==> src/rtl/instruction_fetch_controller_pkg.sv <==
// Shared constants and types for the instruction fetch controller slice:
// FSM encodings, instruction width, PC step and the IF/ID payload record.
`ifndef INSTRUCTION_FETCH_CONTROLLER_PKG_SV
`define INSTRUCTION_FETCH_CONTROLLER_PKG_SV

package instruction_fetch_controller_pkg;

  localparam int          INSTR_WIDTH  = 32;
  localparam logic [31:0] PC_INCREMENT = 32'd4;

  localparam logic [1:0] FETCH_STATE_BOOT  = 2'd0;
  localparam logic [1:0] FETCH_STATE_FETCH = 2'd1;
  localparam logic [1:0] FETCH_STATE_HALT  = 2'd2;

  typedef struct packed {
    logic [INSTR_WIDTH-1:0] instruction;
    logic [31:0]            pc;
    logic [31:0]            pc_plus4;
  } fetch_word_t;

  // Word-aligns a byte address by clearing the two byte-offset bits.
  function automatic logic [31:0] align_word(input logic [31:0] byte_address);
    return {byte_address[31:2], 2'b00};
  endfunction

endpackage

`endif

==> src/rtl/instruction_fetch_controller_if.sv <==
// IF/ID boundary bundle: valid/ready handshake plus the fetched word and its
// program counter values. The fetch side is master, decode is slave.
interface instruction_fetch_controller_if;
  import instruction_fetch_controller_pkg::*;

  logic                   out_valid;
  logic                   out_ready;
  logic [INSTR_WIDTH-1:0] out_instruction;
  logic [31:0]            out_pc;
  logic [31:0]            out_pc_plus4;

  modport master (
    output out_valid,
    input  out_ready,
    output out_instruction,
    output out_pc,
    output out_pc_plus4
  );

  modport slave (
    input  out_valid,
    output out_ready,
    input  out_instruction,
    input  out_pc,
    input  out_pc_plus4
  );

endinterface

==> src/rtl/instruction_fetch_controller_fetch_output_register.sv <==
// IF/ID pipeline register: loads on a fetch, holds while decode stalls,
// drops valid on a flush or when the held word is consumed.
module fetch_output_register
  import instruction_fetch_controller_pkg::*;
(
  input  logic        clk,
  input  logic        rst,
  input  logic        load,
  input  logic        flush,
  input  fetch_word_t load_word,
  instruction_fetch_controller_if.master out_bus
);

  logic        valid_q;
  fetch_word_t word_q;

  // NOTE: sequential state uses non-blocking assignments so every register
  // samples the pre-edge values of its neighbours.
  always_ff @(posedge clk) begin
    if (rst) begin
      valid_q <= 1'b0;
      word_q  <= '0;
    end else if (flush) begin
      // Flush only invalidates; the stale payload is never presented as valid.
      valid_q <= 1'b0;
    end else if (load) begin
      valid_q <= 1'b1;
      word_q  <= load_word;
    end else if (valid_q && out_bus.out_ready) begin
      valid_q <= 1'b0;
    end
  end

  assign out_bus.out_valid       = valid_q;
  assign out_bus.out_instruction = word_q.instruction;
  assign out_bus.out_pc          = word_q.pc;
  assign out_bus.out_pc_plus4    = word_q.pc_plus4;

endmodule

==> src/rtl/instruction_fetch_controller.sv <==
// Front-end fetch sequencer: owns the PC and the BOOT/FETCH/HALT FSM, reads
// instruction memory combinationally and feeds the IF/ID register.
module instruction_fetch_controller
  import instruction_fetch_controller_pkg::*;
#(
  parameter int          SIZE_EXP2   = 10,
  parameter logic [31:0] RESET_PC    = 32'h0000_0000,
  parameter int          BOOT_CYCLES = 2
) (
  input  logic                   system_clock,
  input  logic                   system_reset,
  output logic [SIZE_EXP2-1:0]   imem_address,
  input  logic [INSTR_WIDTH-1:0] imem_data,
  input  logic                   redirect_valid,
  input  logic [31:0]            redirect_pc,
  input  logic                   halt_request,
  instruction_fetch_controller_if.master out_bus,
  output logic                   halted,
  output logic                   fault
);

  // One past the last byte address backed by instruction memory; 33 bits so
  // the bound stays representable for the largest memories.
  localparam logic [32:0] PC_LIMIT  = 33'd4 << SIZE_EXP2;
  localparam logic [3:0]  BOOT_LAST = 4'(BOOT_CYCLES - 1);

  logic [1:0]  state;
  logic [1:0]  state_next;
  logic [3:0]  boot_count;
  logic [31:0] pc;
  logic [31:0] pc_seq;
  logic        fault_q;

  logic        boot_done;
  logic        redirect_take;
  logic        misaligned_take;
  logic        out_free;
  logic        want_fire;
  logic        pc_in_range;
  logic        fire;
  logic        range_fault;
  fetch_word_t fetch_word;

  assign boot_done       = (state == FETCH_STATE_BOOT) && (boot_count == BOOT_LAST);
  assign redirect_take   = redirect_valid && ((state == FETCH_STATE_FETCH) || boot_done);
  assign misaligned_take = redirect_take && (redirect_pc[1:0] != 2'b00);

  // A fetch is wanted when decode can take a word and nothing outranks it;
  // the range check then decides between a real fire and a fault.
  assign out_free    = !out_bus.out_valid || out_bus.out_ready;
  assign want_fire   = (state == FETCH_STATE_FETCH) && !redirect_valid
                       && !halt_request && out_free;
  assign pc_in_range = ({1'b0, pc} < PC_LIMIT);
  assign fire        = want_fire && pc_in_range;
  assign range_fault = want_fire && !pc_in_range;

  assign pc_seq       = pc + PC_INCREMENT;
  assign imem_address = pc[SIZE_EXP2+1:2];
  assign fetch_word   = '{instruction: imem_data, pc: pc, pc_plus4: pc_seq};

  // NOTE: combinational blocks assign a default first so no path leaves a
  // signal unassigned and infers a latch.
  always_comb begin
    state_next = state;
    case (state)
      FETCH_STATE_BOOT: begin
        if (boot_done) state_next = FETCH_STATE_FETCH;
      end
      FETCH_STATE_FETCH: begin
        // A same-cycle redirect wins; a persisting halt is taken next cycle.
        if (!redirect_valid && (halt_request || range_fault)) begin
          state_next = FETCH_STATE_HALT;
        end
      end
      FETCH_STATE_HALT: state_next = FETCH_STATE_HALT;
      default:          state_next = FETCH_STATE_HALT;
    endcase
  end

  always_ff @(posedge system_clock) begin
    if (system_reset) begin
      state      <= FETCH_STATE_BOOT;
      boot_count <= '0;
      pc         <= RESET_PC;
      fault_q    <= 1'b0;
    end else begin
      state <= state_next;
      if ((state == FETCH_STATE_BOOT) && !boot_done) begin
        boot_count <= boot_count + 4'd1;
      end
      if (redirect_take) begin
        pc <= align_word(redirect_pc);
      end else if (fire) begin
        pc <= pc_seq;
      end
      if (misaligned_take || range_fault) begin
        fault_q <= 1'b1;
      end
    end
  end

  assign halted = (state == FETCH_STATE_HALT);
  assign fault  = fault_q;

  fetch_output_register u_output_register (
    .clk       (system_clock),
    .rst       (system_reset),
    .load      (fire),
    .flush     (redirect_take),
    .load_word (fetch_word),
    .out_bus   (out_bus)
  );

endmodule

==> src/flat_wrapper.sv <==
// flat-port wrapper written by rule: the top's interface ports become plain ports
module instruction_fetch_controller_flat import instruction_fetch_controller_pkg::*;
#(
  parameter int          SIZE_EXP2   = 10,
  parameter logic [31:0] RESET_PC    = 32'h0000_0000,
  parameter int          BOOT_CYCLES = 2
)
  (system_clock, system_reset, imem_address, imem_data, redirect_valid, redirect_pc, halt_request, halted, fault, out_bus_out_valid, out_bus_out_ready, out_bus_out_instruction, out_bus_out_pc, out_bus_out_pc_plus4);
  instruction_fetch_controller_if out_bus_i ();
  input  logic system_clock;
  input  logic system_reset;
  output logic [SIZE_EXP2-1:0] imem_address;
  input  logic [INSTR_WIDTH-1:0] imem_data;
  input  logic redirect_valid;
  input  logic [31:0] redirect_pc;
  input  logic halt_request;
  output logic halted;
  output logic fault;
  output wire logic [$bits(out_bus_i.out_valid)-1:0] out_bus_out_valid;
  input wire logic [$bits(out_bus_i.out_ready)-1:0] out_bus_out_ready;
  output wire logic [$bits(out_bus_i.out_instruction)-1:0] out_bus_out_instruction;
  output wire logic [$bits(out_bus_i.out_pc)-1:0] out_bus_out_pc;
  output wire logic [$bits(out_bus_i.out_pc_plus4)-1:0] out_bus_out_pc_plus4;
  assign out_bus_out_valid = out_bus_i.out_valid;
  assign out_bus_i.out_ready = out_bus_out_ready;
  assign out_bus_out_instruction = out_bus_i.out_instruction;
  assign out_bus_out_pc = out_bus_i.out_pc;
  assign out_bus_out_pc_plus4 = out_bus_i.out_pc_plus4;
  instruction_fetch_controller #(.SIZE_EXP2(SIZE_EXP2), .RESET_PC(RESET_PC), .BOOT_CYCLES(BOOT_CYCLES)) u_core (.system_clock(system_clock), .system_reset(system_reset), .imem_address(imem_address), .imem_data(imem_data), .redirect_valid(redirect_valid), .redirect_pc(redirect_pc), .halt_request(halt_request), .out_bus(out_bus_i), .halted(halted), .fault(fault));
endmodule
==> config.mk <==
export PLATFORM = sky130hd
export DESIGN_NAME = instruction_fetch_controller_flat
export DESIGN_NICKNAME = d
export VERILOG_FILES = /design/src/rtl/instruction_fetch_controller_pkg.sv /design/src/rtl/instruction_fetch_controller_if.sv /design/src/rtl/instruction_fetch_controller_fetch_output_register.sv /design/src/rtl/instruction_fetch_controller.sv /design/src/flat_wrapper.sv
export SDC_FILE = /design/constraint.sdc
export NUM_CORES = 1
export LEC_CHECK = 0
export BUFFER_PORTS_ARGS = -buffer_cell sky130_fd_sc_hd__buf_2
export CAP_MARGIN = 10
export CORE_UTILIZATION = 49
export DETAILED_ROUTE_END_ITERATION = 7
export PLACE_DENSITY = 0.8
export SYNTH_ARGS = -nofsm -noshare
export SYNTH_HDL_FRONTEND = slang
export SYNTH_SLANG_ARGS = --single-unit
==> constraint.sdc <==
create_clock -name system_clock -period 2.3 [get_ports system_clock]
set_input_delay 0.46 -clock system_clock [delete_from_list [all_inputs] [get_ports system_clock]]
set_output_delay 0.46 -clock system_clock [all_outputs]
set_load 0.005 [all_outputs]
==> impl_results.html, run 1 <==
<table>
<tr><th>Metric</th><th>Value</th></tr>
<tr><th colspan="2">Timing</th></tr>
<tr><td>Setup repair after global routing missed its margin</td><td>false</td></tr>
<tr><td>Relative max-transition margin</td><td>between 60% and 70%</td></tr>
<tr><td>Sum Neg Setup Slack</td><td>0 ns</td></tr>
<tr><td>Final worst-path setup slack</td><td>approximately 0.29 ns</td></tr>
<tr><td>Setup-violating endpoint count in the final report</td><td>0</td></tr>
<tr><td>Minimum clock period after layout</td><td>roughly 2.0 ns</td></tr>
<tr><td>Final-layout worst hold slack</td><td>between 0.15 and 0.2 ns</td></tr>
<tr><td>Timing-limited maximum frequency</td><td>~500 MHz</td></tr>
<tr><td>Final slew viol count</td><td>0</td></tr>
<tr><td>Clk_skew</td><td>0.00942 ns</td></tr>
<tr><td>Least-Margin Pin Slew</td><td>between 0.5 and 0.6 ns</td></tr>
<tr><td>Share of the clock period used by the worst path</td><td>between 80% and 90%</td></tr>
<tr><td>Count of final hold-check violations</td><td>0</td></tr>
<tr><th colspan="2">Clocking</th></tr>
<tr><td>Postcts setup bufs</td><td>0</td></tr>
<tr><td>Number of buffers inserted by hold repair at cts</td><td>0</td></tr>
<tr><td>TritonCTS clock tree</td><td>yes</td></tr>
<tr><td>Resized Gates After CTS</td><td>0</td></tr>
<tr><td>TritonCTS buffer count</td><td>17</td></tr>
<tr><td>Number of levels in the clock H-tree</td><td>4</td></tr>
<tr><td>Root Driver</td><td>clkbuf_8</td></tr>
<tr><td>Reg clk slew, reported paths</td><td>approximately 0.060 ns</td></tr>
<tr><td>CTS Buffer Depth</td><td>2</td></tr>
<tr><td>Sink count of the clock tree</td><td>130</td></tr>
<tr><td>Clk Latency, worst-skew pair</td><td>~0.5 ns</td></tr>
<tr><th colspan="2">Power</th></tr>
<tr><td>Net switching power</td><td>roughly 1.8 mW</td></tr>
<tr><td>IR Drop Worst-Case VDD</td><td>~0.57 mV</td></tr>
<tr><td>Internal Pwr Total</td><td>approximately 4.6 mW</td></tr>
<tr><td>Combinational group share of total power</td><td>16.1%</td></tr>
<tr><td>Relative contribution of the clock network to total power</td><td>between 40% and 50%</td></tr>
<tr><td>Switching share of power</td><td>between 20% and 30%</td></tr>
<tr><td>Relative contribution of sequential cells to total power</td><td>40.4%</td></tr>
<tr><td>Power density of the placed cells</td><td>1030 nW/um^2</td></tr>
<tr><td>Leak Pwr</td><td>2.77 nW</td></tr>
<tr><td>Total chip power</td><td>6.42 mW</td></tr>
<tr><th colspan="2">Worst setup path</th></tr>
<tr><td>Type of the worst setup path</td><td>reg2reg</td></tr>
<tr><td>Arrival time reported for the critical path endpoint</td><td>between 2 and 2.5 ns</td></tr>
<tr><td>Highest fanout seen on the critical path</td><td>20</td></tr>
<tr><td>Nature of the critical path endpoint</td><td>register</td></tr>
<tr><td>Required time worst endpoint</td><td>2.72 ns</td></tr>
<tr><td>Kind of start point of the critical path</td><td>register</td></tr>
<tr><th colspan="2">Run</th></tr>
<tr><td>Maximum Capacitance Violations</td><td>0</td></tr>
<tr><th colspan="2">Synth</th></tr>
<tr><td>Post-Synthesis Mean Instance Area</td><td>between 8 and 9 sq um</td></tr>
<tr><td>Total standard cell area after synthesis</td><td>4760 sq um</td></tr>
<tr><td>Share of synthesized area occupied by flip-flops and latches</td><td>a little over half</td></tr>
<tr><td>Syn. warnings</td><td>0</td></tr>
<tr><td>Count of mapped cells out of synthesis</td><td>between 500 and 600</td></tr>
<tr><td>Number of different library cells in the post-synthesis netlist</td><td>44</td></tr>
<tr><td>Proportion of synthesized flip-flops having asynchronous set or reset</td><td>0%</td></tr>
<tr><td>Post-synth top flop</td><td>dfxtp_1</td></tr>
<tr><td>Most used standard cells in the synthesized netlist</td><td>137 x nand2_1, 130 x dfxtp_1, 71 x a21oi_1</td></tr>
<tr><td>Post-synth top area share</td><td>a little over half</td></tr>
<tr><td>Flops &amp; latches, synth</td><td>130</td></tr>
<tr><td>Library cell occupying the most area in the post-synthesis netlist</td><td>dfxtp_1</td></tr>
<tr><td>Count of flip-flops with a built-in enable after synthesis</td><td>0</td></tr>
<tr><td>Largest cells by area after synthesis</td><td>dfxtp_1 55%, nand2_1 11%, a21oi_1 7.5%</td></tr>
<tr><td>Most instantiated library cell after synthesis</td><td>nand2_1</td></tr>
<tr><th colspan="2">Cells and area</th></tr>
<tr><td>Non-filler instance count after layout</td><td>840</td></tr>
<tr><td>Share of final-layout standard cells stronger than drive strength 1</td><td>roughly a third</td></tr>
<tr><td>Number of nets in the final layout</td><td>770</td></tr>
<tr><td>Filler cell count in the final layout</td><td>between 700 and 800</td></tr>
<tr><td>Antenna cells</td><td>0</td></tr>
<tr><td>Post-route cell area</td><td>~6200 sq um</td></tr>
<tr><td>Post-Route Utilization</td><td>66.9%</td></tr>
<tr><td>Growth of design area from synthesis to finish</td><td>31.1%</td></tr>
<tr><th colspan="2">Floorplanning</th></tr>
<tr><td>Total number of placement rows</td><td>35</td></tr>
<tr><td>Area of the core</td><td>slightly above 9000 sq um</td></tr>
<tr><td>Die H</td><td>101 um</td></tr>
<tr><td>Initial Utilization</td><td>around 50%</td></tr>
<tr><td>Overall die area</td><td>10,100 sq um</td></tr>
<tr><td>Horizontal die dimension</td><td>101 um</td></tr>
<tr><td>I/O Pins</td><td>roughly 180</td></tr>
<tr><th colspan="2">Detailed routing</th></tr>
<tr><td>Number of DRC markers in iteration 0</td><td>approximately 190</td></tr>
<tr><td>Average wire per cell in the routed design</td><td>roughly 14 um</td></tr>
<tr><td>TritonRoute pass-1 iters</td><td>4</td></tr>
<tr><td>Total length of routed wires</td><td>~12,000 um</td></tr>
<tr><td>Via-per-instance ratio</td><td>around 5.0</td></tr>
<tr><td>Via count</td><td>about 4,200</td></tr>
<tr><td>Antenna-violating nets left</td><td>0</td></tr>
<tr><td>Remaining routing DRC violations</td><td>0</td></tr>
<tr><th colspan="2">Min path</th></tr>
<tr><td>Type of the worst min-delay path</td><td>in2reg</td></tr>
<tr><th colspan="2">Place</th></tr>
<tr><td>Placed wire-length estimate</td><td>between 7000 and 8000 um</td></tr>
<tr><td>Placed standard-cell area</td><td>about 5600 sq um</td></tr>
<tr><td>Post-Place Setup Slack</td><td>slightly below 0.3 ns</td></tr>
<tr><td>Placed cell count</td><td>about 810</td></tr>
<tr><td>Weighted congestion reported at the end of routability-driven placement</td><td>around 0.85</td></tr>
<tr><td>IO Port Bufs</td><td>between 150 and 200</td></tr>
<tr><th colspan="2">Status</th></tr>
<tr><td>Result of the run</td><td>completed</td></tr>
<tr><th colspan="2">GRT</th></tr>
<tr><td>Total congestion overflow</td><td>0</td></tr>
<tr><td>Overall routing resource usage</td><td>a little under a quarter</td></tr>
<tr><td>Initial antenna violation count</td><td>0</td></tr>
<tr><td>Number of global-route vias before repair</td><td>3,905</td></tr>
<tr><td>Pin count of the biggest net entering global routing</td><td>49</td></tr>
<tr><td>Global-route wire length before repair</td><td>between 15,000 and 20,000 um</td></tr>
</table>
[layer usage]
metal | GRT usage [%] | routed length, um | vias up
li1 | - | - | 2085
met1 | 25.8 | 4780 | 1956
met2 | 41.7 | 5820 | 147
met3 | 7.49 | 735 | 12
met4 | 8.03 | 180 | 0
met5 | 0 | 0 | -
[logic make-up after synthesis]
| kind of cell | count (synthesis) | synth area share, % |
|---|---|---|
| and+or+nand+nor | 238 | 23.6 |
| DFF | 130 | 54.7 |
| xor gates and xnor gates | 10 | 1.84 |
| buffers and inverters | 50 | 6.05 |
| adders and majority gates | 3 | 0.789 |
| other | 1 | 0.0788 |
| muxes | 2 | 0.421 |
| AOI/OAI and AO/OA | 105 | 12.5 |
[final cells by class]
type | instances | area, sq um | share of cell area, %
timing repair buffer | 183 | 953 | 15.3
sequential | 130 | 2600 | 41.7
inverter | 4 | 15.0 | 0.241
clock buffer | 20 | 445 | 7.14
tap | 129 | 161 | 2.59
clock inverter | 12 | 180 | 2.89
multi-input combinational | 362 | 1880 | 30.1
[flip-flops by register name, indices dropped and copies added (netlist names)]
name / flops
u_core.u_output_register.out_bus.out_pc: 30
u_core.pc: 30
u_core.fault: 1
u_core.u_output_register.out_bus.out_pc_plus4: 30
u_core.u_output_register.out_bus.out_instruction: 32
u_core.boot_count: 4
u_core.u_output_register.out_bus.out_valid: 1
u_core.state: 2
[cells in the final DEF (no fill, tap or decap), types with 4 or more instances in the layout]
cell type,instances
dfxtp_1,130
inv_1,4
a211oi_1,7
xnor2_1,5
xor2_1,5
nor2_1,26
a22oi_1,7
nand2_1,137
nor4_1,4
bufinv_16,4
conb_1,4
buf_4,9
clkbuf_16,16
buf_2,173
and2_1,40
nor3_1,8
o21ai_0,8
a21oi_1,71
[worst max-delay path, cell delays in order, from the launching register on]
cell and delay (ns):
dfxtp_1 0.31, nor4_1 0.40, nand2_1 0.14, buf_4 0.19, nor3_4 0.27, buf_4 0.29
a22oi_1 0.12, a21oi_1 0.20
[path summary, 6_finish.rpt]
path                              start                         end  slack [ns]  cells past startpoint
min                     redirect_pc[24]  u_core.pc[24]$_SDFFE_PP0P_        0.18                      3
max reg2reg  u_core.pc[23]$_SDFFE_PP0P_  u_core.pc[12]$_SDFFE_PP0P_        0.29                      7
min reg2reg                    register                    register        0.45                      2
max          u_core.pc[23]$_SDFFE_PP0P_  u_core.pc[12]$_SDFFE_PP0P_        0.29                      7
[power groups by stage]
stage / clock network (mW) / logic (mW) / registers [mW]
floorplan: 0 / 0.747 / 2.60
global placement: 0 / 0.994 / 2.62
detailed placement: 0 / 1.03 / 2.64
CTS: 2.83 / 1.04 / 2.59
global route: 2.95 / 1.15 / 2.62
finish: 2.80 / 1.03 / 2.59
Power figures use the tool's default switching activity.
==> inputs of run 2 (changes only) <==
Settings changed: PLACE_DENSITY 0.8 to 0.79.
==> run 2 against run 1 <==
Against the previous run:
- die area is the same
- clock power shrank 10%
- sequential share of layout area grew 0.26 points
- critical path depth shrank 2
- wire length grew 0.23%
- register-to-register slack lost 0.06 ns
- sequential power is essentially flat
- critical path type unchanged
- critical endpoint is now u_core.pc[11]$_SDFFE_PP0P_
- largest cell class unchanged
==> impl_results.html, run 2 (same netlist as run 1, synthesis figures left out) <==
<table>
<tr><th>Metric</th><th>Value</th></tr>
<tr><th colspan="2">Clocking</th></tr>
<tr><td>Root Driver</td><td>clkbuf_8</td></tr>
<tr><td>TritonCTS clock tree</td><td>yes</td></tr>
<tr><td>Sink count of the clock tree</td><td>130 (unchanged)</td></tr>
<tr><td>Postcts setup bufs</td><td>0 (unchanged)</td></tr>
<tr><td>TritonCTS buffer count</td><td>17 (unchanged)</td></tr>
<tr><td>Clk Latency, worst-skew pair</td><td>0.51 ns (about the same)</td></tr>
<tr><td>Number of levels in the clock H-tree</td><td>4 (unchanged)</td></tr>
<tr><td>CTS Buffer Depth</td><td>2 (unchanged)</td></tr>
<tr><td>Number of buffers inserted by hold repair at cts</td><td>0 (unchanged)</td></tr>
<tr><td>Reg clk slew, reported paths</td><td>0.06 ns (about the same)</td></tr>
<tr><td>Resized Gates After CTS</td><td>0 (unchanged)</td></tr>
<tr><th colspan="2">Timing</th></tr>
<tr><td>Setup repair after global routing missed its margin</td><td>false</td></tr>
<tr><td>Least-Margin Pin Slew</td><td>0.520 ns (-0.0391 ns)</td></tr>
<tr><td>Share of the clock period used by the worst path</td><td>90.3% (+2.8 points)</td></tr>
<tr><td>Final slew viol count</td><td>0 (unchanged)</td></tr>
<tr><td>Count of final hold-check violations</td><td>0 (unchanged)</td></tr>
<tr><td>Clk_skew</td><td>0.0112 ns (+0.00177 ns)</td></tr>
<tr><td>Setup-violating endpoint count in the final report</td><td>0 (unchanged)</td></tr>
<tr><td>Timing-limited maximum frequency</td><td>481 MHz (-3.0%)</td></tr>
<tr><td>Sum Neg Setup Slack</td><td>0 ns (unchanged)</td></tr>
<tr><td>Relative max-transition margin</td><td>65.4% (+2.7 points)</td></tr>
<tr><td>Minimum clock period after layout</td><td>2.08 ns (+0.0633 ns)</td></tr>
<tr><th colspan="2">GRT</th></tr>
<tr><td>Total congestion overflow</td><td>0 (unchanged)</td></tr>
<tr><td>Number of global-route vias before repair</td><td>4,052 (+3.8%)</td></tr>
<tr><td>Pin count of the biggest net entering global routing</td><td>49 (unchanged)</td></tr>
<tr><td>Overall routing resource usage</td><td>23.7% (+0.49 points)</td></tr>
<tr><td>Global-route wire length before repair</td><td>18,600 um (+0.97%)</td></tr>
<tr><td>Initial antenna violation count</td><td>0 (unchanged)</td></tr>
<tr><th colspan="2">Run</th></tr>
<tr><td>Maximum Capacitance Violations</td><td>0 (unchanged)</td></tr>
<tr><th colspan="2">Power</th></tr>
<tr><td>Combinational group share of total power</td><td>16.6% (+0.5 points)</td></tr>
<tr><td>Leak Pwr</td><td>2.75 nW (-0.61%)</td></tr>
<tr><td>Internal Pwr Total</td><td>4.36 mW (-6.2%)</td></tr>
<tr><td>Net switching power</td><td>1.79 mW (+0.80%)</td></tr>
<tr><td>IR Drop Worst-Case VDD</td><td>0.520 mV (-8.4%)</td></tr>
<tr><td>Relative contribution of the clock network to total power</td><td>41.1% (-2.4 points)</td></tr>
<tr><td>Switching share of power</td><td>29.1% (+1.5 points)</td></tr>
<tr><td>Relative contribution of sequential cells to total power</td><td>42.3% (+1.9 points)</td></tr>
<tr><td>Power density of the placed cells</td><td>992 nW/um^2 (-3.6%)</td></tr>
<tr><th colspan="2">Cells and area</th></tr>
<tr><td>Antenna cells</td><td>0 (unchanged)</td></tr>
<tr><td>Commonest cells after routing, fill and taps aside</td><td>173 x buf_2, 137 x nand2_1, 130 x dfxtp_1</td></tr>
<tr><td>Most frequent standard cell in the layout excluding fill and tap cells</td><td>buf_2</td></tr>
<tr><td>Post-Route Utilization</td><td>66.5% (-0.42 points)</td></tr>
<tr><td>Number of nets in the final layout</td><td>771 (+0.13%)</td></tr>
<tr><td>Filler cell count in the final layout</td><td>804 (+1.4%)</td></tr>
<tr><td>Share of final-layout standard cells stronger than drive strength 1</td><td>31.9% (+0.24 points)</td></tr>
<tr><td>Number of flip-flops in the largest register</td><td>32 (unchanged)</td></tr>
<tr><td>Growth of design area from synthesis to finish</td><td>30.3%</td></tr>
<tr><td>Non-filler instance count after layout</td><td>841 (+0.12%)</td></tr>
<tr><th colspan="2">Detailed routing</th></tr>
<tr><td>Via-per-instance ratio</td><td>5.03 (+0.62%)</td></tr>
<tr><td>Via count</td><td>4,231 (+0.74%)</td></tr>
<tr><td>Wire length the detailed router placed on met1</td><td>4740 um (-0.86%)</td></tr>
<tr><td>Antenna-violating nets left</td><td>0 (unchanged)</td></tr>
<tr><td>Remaining routing DRC violations</td><td>0 (unchanged)</td></tr>
<tr><td>Highest routed metal layer</td><td>met4</td></tr>
<tr><td>Total length of routed wires</td><td>11,500 um (+0.23%)</td></tr>
<tr><td>Number of DRC markers in iteration 0</td><td>212 (+13%)</td></tr>
<tr><td>TritonRoute pass-1 iters</td><td>5 (+1)</td></tr>
<tr><td>Met3 wire length</td><td>662 um (-9.9%)</td></tr>
<tr><td>Average wire per cell in the routed design</td><td>13.7 um (+0.11%)</td></tr>
<tr><td>WL met2</td><td>5800 um (-0.34%)</td></tr>
<tr><th colspan="2">Place</th></tr>
<tr><td>IO Port Bufs</td><td>173 (unchanged)</td></tr>
<tr><td>Placed cell count</td><td>809 (+0.12%)</td></tr>
<tr><td>Placed wire-length estimate</td><td>8250 um (+4.0%)</td></tr>
<tr><td>Weighted congestion reported at the end of routability-driven placement</td><td>0.857 (+1.1%)</td></tr>
<tr><th colspan="2">Floorplanning</th></tr>
<tr><td>Area of the core</td><td>9330 sq um (unchanged)</td></tr>
<tr><td>Horizontal die dimension</td><td>101 um (unchanged)</td></tr>
<tr><td>Overall die area</td><td>10,100 sq um (unchanged)</td></tr>
<tr><td>I/O Pins</td><td>178 (unchanged)</td></tr>
<tr><td>Total number of placement rows</td><td>35 (unchanged)</td></tr>
<tr><td>Initial Utilization</td><td>51.0% (unchanged)</td></tr>
<tr><td>Die H</td><td>101 um (unchanged)</td></tr>
<tr><th colspan="2">Worst setup path</th></tr>
<tr><td>Nature of the critical path endpoint</td><td>register</td></tr>
<tr><td>Highest fanout seen on the critical path</td><td>48 (+140%)</td></tr>
<tr><td>Arrival time reported for the critical path endpoint</td><td>2.51 ns (+0.08 ns)</td></tr>
<tr><td>Type of the worst setup path</td><td>reg2reg</td></tr>
<tr><td>Kind of start point of the critical path</td><td>register</td></tr>
<tr><td>Required time worst endpoint</td><td>2.74 ns (+0.02 ns)</td></tr>
<tr><td>Slowest stage cell, crit path</td><td>or3_4</td></tr>
<tr><td>Ordered list of cells on the worst path</td><td>nor4_1 &gt; nand2_1 &gt; or3_4 &gt; a2bb2oi_1 &gt; a21oi_2</td></tr>
<tr><td>Biggest cell delay along the critical path</td><td>0.70 ns (+0.30 ns)</td></tr>
<tr><td>Crit path max-delay family</td><td>simple AND/OR/NAND/NOR gates</td></tr>
<tr><td>Buffering stage count on the worst path with inverters included</td><td>0 (-2)</td></tr>
<tr><th colspan="2">Min path</th></tr>
<tr><td>Type of the worst min-delay path</td><td>in2reg</td></tr>
<tr><th colspan="2">Status</th></tr>
<tr><td>Result of the run</td><td>completed</td></tr>
</table>
## run 2: cell count changes in the layout (fill, tap and decap cells not counted), sizes merged
cell	before	now
inv	5	8
bufinv	4	1
buf	183	184
## run 2: final cells by class
type | count | area (sq um) | share of cell area [%]
Sequential cell | 130 | 2600 | 42.0
Inverter | 4 | 15.0 | 0.242
Clock inverter | 12 | 124 | 2.00
Clock buffer | 20 | 455 | 7.35
Tap cell | 129 | 161 | 2.60
Timing Repair Buffer | 184 | 961 | 15.5
Multi-Input combinational cell | 362 | 1880 | 30.3
## run 2: stage by stage
stage	hold slack, ns	area (sq um)	setup WS, ns	power, mW
CTS	0.166	6200	0.225	6.21
global route	0.164	6200	0.110	6.45
detailed placement	0.438	5620	0.241	3.66
floorplan	0.436	4770	0.564	3.35
finish	0.187	6200	0.223	6.15
global placement	0.436	5620	0.381	3.61
## run 2: tightest hold or removal path, stage by stage
cell and delay (ns):
buf_2 0.10, nand2_1 0.04, a21oi_1 0.05
## run 2: routing by layer
metal	vias up	GRT usage, %
met4	0	14.9
met1	1944	26.3
met2	157	40.9
met3	29	5.76
li1	2101	-
met5	-	0
## run 2: final timing paths
path | slack [ns] | from | depth (start not counted) | endpoint
setup reg to reg | 0.22 | u_core.pc[23]$_SDFFE_PP0P_ | 5 | u_core.pc[11]$_SDFFE_PP0P_
hold reg to reg | 0.45 | u_core.u_output_register.out_bus.out_pc[3]$_SDFFE_PP0P_ | 2 | u_core.u_output_register.out_bus.out_pc[3]$_SDFFE_PP0P_
hold / removal | 0.19 | redirect_pc[25] | 3 | u_core.pc[25]$_SDFFE_PP0P_
setup / recovery | 0.22 | u_core.pc[23]$_SDFFE_PP0P_ | 5 | u_core.pc[11]$_SDFFE_PP0P_
## run 2: power groups by stage
stage,sequential [mW],combinational (mW),clock (mW)
3_5_place_dp,2.65,1.02,0
4_1_cts,2.60,1.02,2.58
5_1_grt,2.62,1.14,2.69
2_1_floorplan,2.60,0.747,0
3_3_place_gp,2.63,0.972,0
6_report,2.60,1.02,2.52
==> inputs of run 3 (changes only) <==
Settings changed: CELL_PAD_IN_SITES_DETAIL_PLACEMENT set to 0, CELL_PAD_IN_SITES_GLOBAL_PLACEMENT set to 2, CORE_UTILIZATION 49 to 34, PLACE_DENSITY 0.79 to 0.84, SYNTH_HIERARCHICAL set to 1.
Clock period 2.3 ns to 2.55 ns, I/O delays scaled along.
==> run 3 against run 2 <==
Against the previous run:
- fmax fell by 8.1%
- largest power group is now the clock network
- core utilization decreased by 22 points
- largest cell class is now multi-input combinational cells
- wire length up 56%
==> impl_results.html, run 3 <==
<table>
<tr><th>Metric</th><th>Value</th></tr>
<tr><th colspan="2">Synth</th></tr>
<tr><td>Most instantiated library cell after synthesis</td><td>dfxtp_1</td></tr>
<tr><td>Flops &amp; latches, synth</td><td>134 (+3.1%)</td></tr>
<tr><td>Post-synth top flop</td><td>dfxtp_1</td></tr>
<tr><td>Post-Synthesis Mean Instance Area</td><td>9.25 sq um (+4.7%)</td></tr>
<tr><td>Library cell occupying the most area in the post-synthesis netlist</td><td>dfxtp_1</td></tr>
<tr><td>Most used standard cells in the synthesized netlist</td><td>134 x dfxtp_1, 97 x nand2b_1, 96 x nand4bb_1</td></tr>
<tr><td>Syn. warnings</td><td>6 (+6)</td></tr>
<tr><td>Share of synthesized area occupied by flip-flops and latches</td><td>40.2% (-14 points)</td></tr>
<tr><td>Count of flip-flops with a built-in enable after synthesis</td><td>0 (unchanged)</td></tr>
<tr><td>Number of different library cells in the post-synthesis netlist</td><td>49 (+11%)</td></tr>
<tr><td>Proportion of synthesized flip-flops having asynchronous set or reset</td><td>0% (unchanged)</td></tr>
<tr><td>Post-synth top area share</td><td>40.2% (-14 points)</td></tr>
<tr><td>Count of mapped cells out of synthesis</td><td>721 (+34%)</td></tr>
<tr><td>Total standard cell area after synthesis</td><td>6670 sq um (+40%)</td></tr>
<tr><td>Largest cells by area after synthesis</td><td>dfxtp_1 40%, nand4bb_1 16%, nand2b_1 9.1%</td></tr>
<tr><th colspan="2">Timing</th></tr>
<tr><td>Timing-limited maximum frequency</td><td>442 MHz (-8.1%)</td></tr>
<tr><td>Minimum clock period after layout</td><td>2.26 ns (+0.183 ns)</td></tr>
<tr><td>Setup repair after global routing missed its margin</td><td>false</td></tr>
<tr><td>Setup-violating endpoint count in the final report</td><td>0 (unchanged)</td></tr>
<tr><td>Sum Neg Setup Slack</td><td>0 ns (unchanged)</td></tr>
<tr><td>Share of the clock period used by the worst path</td><td>88.6% (-1.7 points)</td></tr>
<tr><td>Final slew viol count</td><td>0 (unchanged)</td></tr>
<tr><td>Final worst-path setup slack</td><td>0.290 ns (+0.0668 ns)</td></tr>
<tr><td>Clk_skew</td><td>0.0101 ns (-0.00108 ns)</td></tr>
<tr><td>Relative max-transition margin</td><td>65.9% (+0.55 points)</td></tr>
<tr><td>Count of final hold-check violations</td><td>0 (unchanged)</td></tr>
<tr><td>Final-layout worst hold slack</td><td>0.326 ns (+0.140 ns)</td></tr>
<tr><td>Least-Margin Pin Slew</td><td>0.510 ns (-0.00930 ns)</td></tr>
<tr><th colspan="2">Cells and area</th></tr>
<tr><td>Post-Route Utilization</td><td>44.8% (-22 points)</td></tr>
<tr><td>Post-route cell area</td><td>8490 sq um (+37%)</td></tr>
<tr><td>Antenna cells</td><td>0 (unchanged)</td></tr>
<tr><td>Most frequent standard cell in the layout excluding fill and tap cells</td><td>buf_2</td></tr>
<tr><td>Growth of design area from synthesis to finish</td><td>27.3%</td></tr>
<tr><td>Footprint of the multi-input gates</td><td>3520 sq um (+87%)</td></tr>
<tr><td>Commonest cells after routing, fill and taps aside</td><td>176 x buf_2, 134 x dfxtp_1, 97 x nand2b_1</td></tr>
<tr><td>Register Area</td><td>2680 sq um (+3.1%)</td></tr>
<tr><td>Share of final-layout standard cells stronger than drive strength 1</td><td>29.2% (-2.7 points)</td></tr>
<tr><td>Non-filler instance count after layout</td><td>1,155 (+37%)</td></tr>
<tr><td>Number of nets in the final layout</td><td>954 (+24%)</td></tr>
<tr><td>Filler cell count in the final layout</td><td>1,934 (+140%)</td></tr>
<tr><th colspan="2">Power</th></tr>
<tr><td>Net switching power</td><td>2.11 mW (+18%)</td></tr>
<tr><td>IR Drop Worst-Case VDD</td><td>0.456 mV (-12%)</td></tr>
<tr><td>Switching share of power</td><td>29.7% (+0.63 points)</td></tr>
<tr><td>Leak Pwr</td><td>3.37 nW (+23%)</td></tr>
<tr><td>Combinational group share of total power</td><td>26.5% (+9.9 points)</td></tr>
<tr><td>Relative contribution of sequential cells to total power</td><td>35.3% (-7.0 points)</td></tr>
<tr><td>Total chip power</td><td>7.11 mW (+16%)</td></tr>
<tr><td>Internal Pwr Total</td><td>5.00 mW (+15%)</td></tr>
<tr><td>Relative contribution of the clock network to total power</td><td>38.1% (-3.0 points)</td></tr>
<tr><td>Power density of the placed cells</td><td>838 nW/um^2 (-16%)</td></tr>
<tr><th colspan="2">Floorplanning</th></tr>
<tr><td>Overall die area</td><td>20,200 sq um (+100%)</td></tr>
<tr><td>I/O Pins</td><td>178 (unchanged)</td></tr>
<tr><td>Area of the core</td><td>19,000 sq um (+100%)</td></tr>
<tr><td>Horizontal die dimension</td><td>142 um (+41%)</td></tr>
<tr><td>Initial Utilization</td><td>35.2% (-16 points)</td></tr>
<tr><td>Total number of placement rows</td><td>50 (+43%)</td></tr>
<tr><td>Die H</td><td>142 um (+41%)</td></tr>
<tr><th colspan="2">Run</th></tr>
<tr><td>Maximum Capacitance Violations</td><td>0 (unchanged)</td></tr>
<tr><th colspan="2">GRT</th></tr>
<tr><td>Total congestion overflow</td><td>0 (unchanged)</td></tr>
<tr><td>Initial antenna violation count</td><td>0 (unchanged)</td></tr>
<tr><td>Overall routing resource usage</td><td>18.2% (-5.5 points)</td></tr>
<tr><td>Global-route wire length before repair</td><td>28,900 um (+56%)</td></tr>
<tr><td>Number of global-route vias before repair</td><td>5,493 (+36%)</td></tr>
<tr><td>Pin count of the biggest net entering global routing</td><td>114 (+130%)</td></tr>
<tr><th colspan="2">Place</th></tr>
<tr><td>Placed wire-length estimate</td><td>12,000 um (+46%)</td></tr>
<tr><td>Post-Place Setup Slack</td><td>0.190 ns (-0.0505 ns)</td></tr>
<tr><td>Placed standard-cell area</td><td>7830 sq um (+39%)</td></tr>
<tr><td>IO Port Bufs</td><td>177 (+2.3%)</td></tr>
<tr><td>Weighted congestion reported at the end of routability-driven placement</td><td>0.714 (-17%)</td></tr>
<tr><td>Placed cell count</td><td>1,123 (+39%)</td></tr>
<tr><th colspan="2">Detailed routing</th></tr>
<tr><td>Antenna-violating nets left</td><td>0 (unchanged)</td></tr>
<tr><td>TritonRoute pass-1 iters</td><td>4 (-1)</td></tr>
<tr><td>Number of DRC markers in iteration 0</td><td>325 (+53%)</td></tr>
<tr><td>Remaining routing DRC violations</td><td>0 (unchanged)</td></tr>
<tr><td>Total length of routed wires</td><td>18,000 um (+56%)</td></tr>
<tr><td>Via-per-instance ratio</td><td>4.94 (-1.8%)</td></tr>
<tr><td>Via count</td><td>5,706 (+35%)</td></tr>
<tr><td>Average wire per cell in the routed design</td><td>15.6 um (+14%)</td></tr>
<tr><th colspan="2">Worst setup path</th></tr>
<tr><td>Type of the worst setup path</td><td>reg2reg</td></tr>
<tr><td>Arrival time reported for the critical path endpoint</td><td>2.55 ns (+0.04 ns)</td></tr>
<tr><td>Ordered list of cells on the worst path</td><td>nor4_2 &gt; nand3_1 &gt; or3_1 &gt; inv_6 &gt; nor2b_4 &gt; buf_4 &gt; o21ai_0</td></tr>
<tr><td>Biggest cell delay along the critical path</td><td>0.49 ns (-0.21 ns)</td></tr>
<tr><td>Slowest stage cell, crit path</td><td>or3_1</td></tr>
<tr><td>Highest fanout seen on the critical path</td><td>10 (-79%)</td></tr>
<tr><td>Required time worst endpoint</td><td>2.84 ns (+0.10 ns)</td></tr>
<tr><td>Kind of start point of the critical path</td><td>register</td></tr>
<tr><td>Nature of the critical path endpoint</td><td>register</td></tr>
<tr><th colspan="2">Clocking</th></tr>
<tr><td>TritonCTS buffer count</td><td>17 (unchanged)</td></tr>
<tr><td>Clk Latency, worst-skew pair</td><td>0.42 ns (-0.09 ns)</td></tr>
<tr><td>Root Driver</td><td>clkbuf_16</td></tr>
<tr><td>Postcts setup bufs</td><td>0 (unchanged)</td></tr>
<tr><td>Reg clk slew, reported paths</td><td>0.06 ns (about the same)</td></tr>
<tr><td>Number of levels in the clock H-tree</td><td>4 (unchanged)</td></tr>
<tr><td>Resized Gates After CTS</td><td>0 (unchanged)</td></tr>
<tr><td>Number of buffers inserted by hold repair at cts</td><td>0 (unchanged)</td></tr>
<tr><td>CTS Buffer Depth</td><td>2 (unchanged)</td></tr>
<tr><td>Sink count of the clock tree</td><td>134 (+3.1%)</td></tr>
<tr><td>TritonCTS clock tree</td><td>yes</td></tr>
<tr><th colspan="2">Min path</th></tr>
<tr><td>Type of the worst min-delay path</td><td>in2reg</td></tr>
<tr><th colspan="2">Status</th></tr>
<tr><td>Result of the run</td><td>completed</td></tr>
</table>
==> run 3: cells by family (layout without fill, tap and decap cells) <==
kind of cell    count (synthesis)  after routing  synth area share, %
simple gates                  320            320                 34.9
compound gates                144            144                 12.3
flops                         134            134                 40.2
buf+inv                        84            255                 7.21
xor+xnor                       30             30                 3.94
mux                             5              5                0.751
fa+ha+maj                       3              3                0.563
other cells                     1              4               0.0563
==> run 3: cell type report <==
class / instances / area share (%)
inverter: 10 / 0.516
sequential: 134 / 31.6
multi-input combinational: 506 / 41.5
clock buffer: 20 / 5.38
tap: 260 / 3.83
timing repair buffer: 213 / 14.8
clock inverter: 12 / 2.36
==> run 3: path summary, 6_finish.rpt <==
| check | from | to | slack, ns | cells after the start |
|---|---|---|---|---|
| worst min register to register | register | register | 0.46 | 2 |
| worst min-delay path | redirect_pc[16] | u_core/pc[16]$_SDFFE_PP0P_ | 0.33 | 3 |
| worst max register to register | u_core/pc[26]$_SDFFE_PP0P_ | u_core/u_output_register/out_bus.out_pc[7]$_SDFFE_PP0P_ | 0.29 | 7 |
| worst max-delay path | u_core/pc[26]$_SDFFE_PP0P_ | u_core/u_output_register/out_bus.out_pc[7]$_SDFFE_PP0P_ | 0.29 | 7 |
==> run 3: critical path, delay by kind of cell, from the launching register on <==
kind	cells	cell delay (ns)
buffers and inverters	2	0.34
flip-flops	1	0.36
AO/OA/AOI/OAI	1	0.12
AND/OR/NAND/NOR	4	1.32
==> run 3: routing by layer <==
layer / track usage (%) / part of all wire, % / wire [um]
met3: 3.63 / 4.9 / 885
met4: 6.11 / 1.1 / 197
met1: 25.6 / 50 / 9000
met5: 0 / 0 / 0
met2: 27.5 / 44 / 7920
==> run 3: power groups by stage <==
stage / combinational, mW / clock, mW / sequential, mW
after floorplan: 1.34 / 0 / 2.56
after global placement: 1.91 / 0 / 2.56
after detailed placement: 1.91 / 0 / 2.56
after CTS: 1.91 / 2.78 / 2.51
after global routing: 2.08 / 2.88 / 2.55
final: 1.89 / 2.71 / 2.51
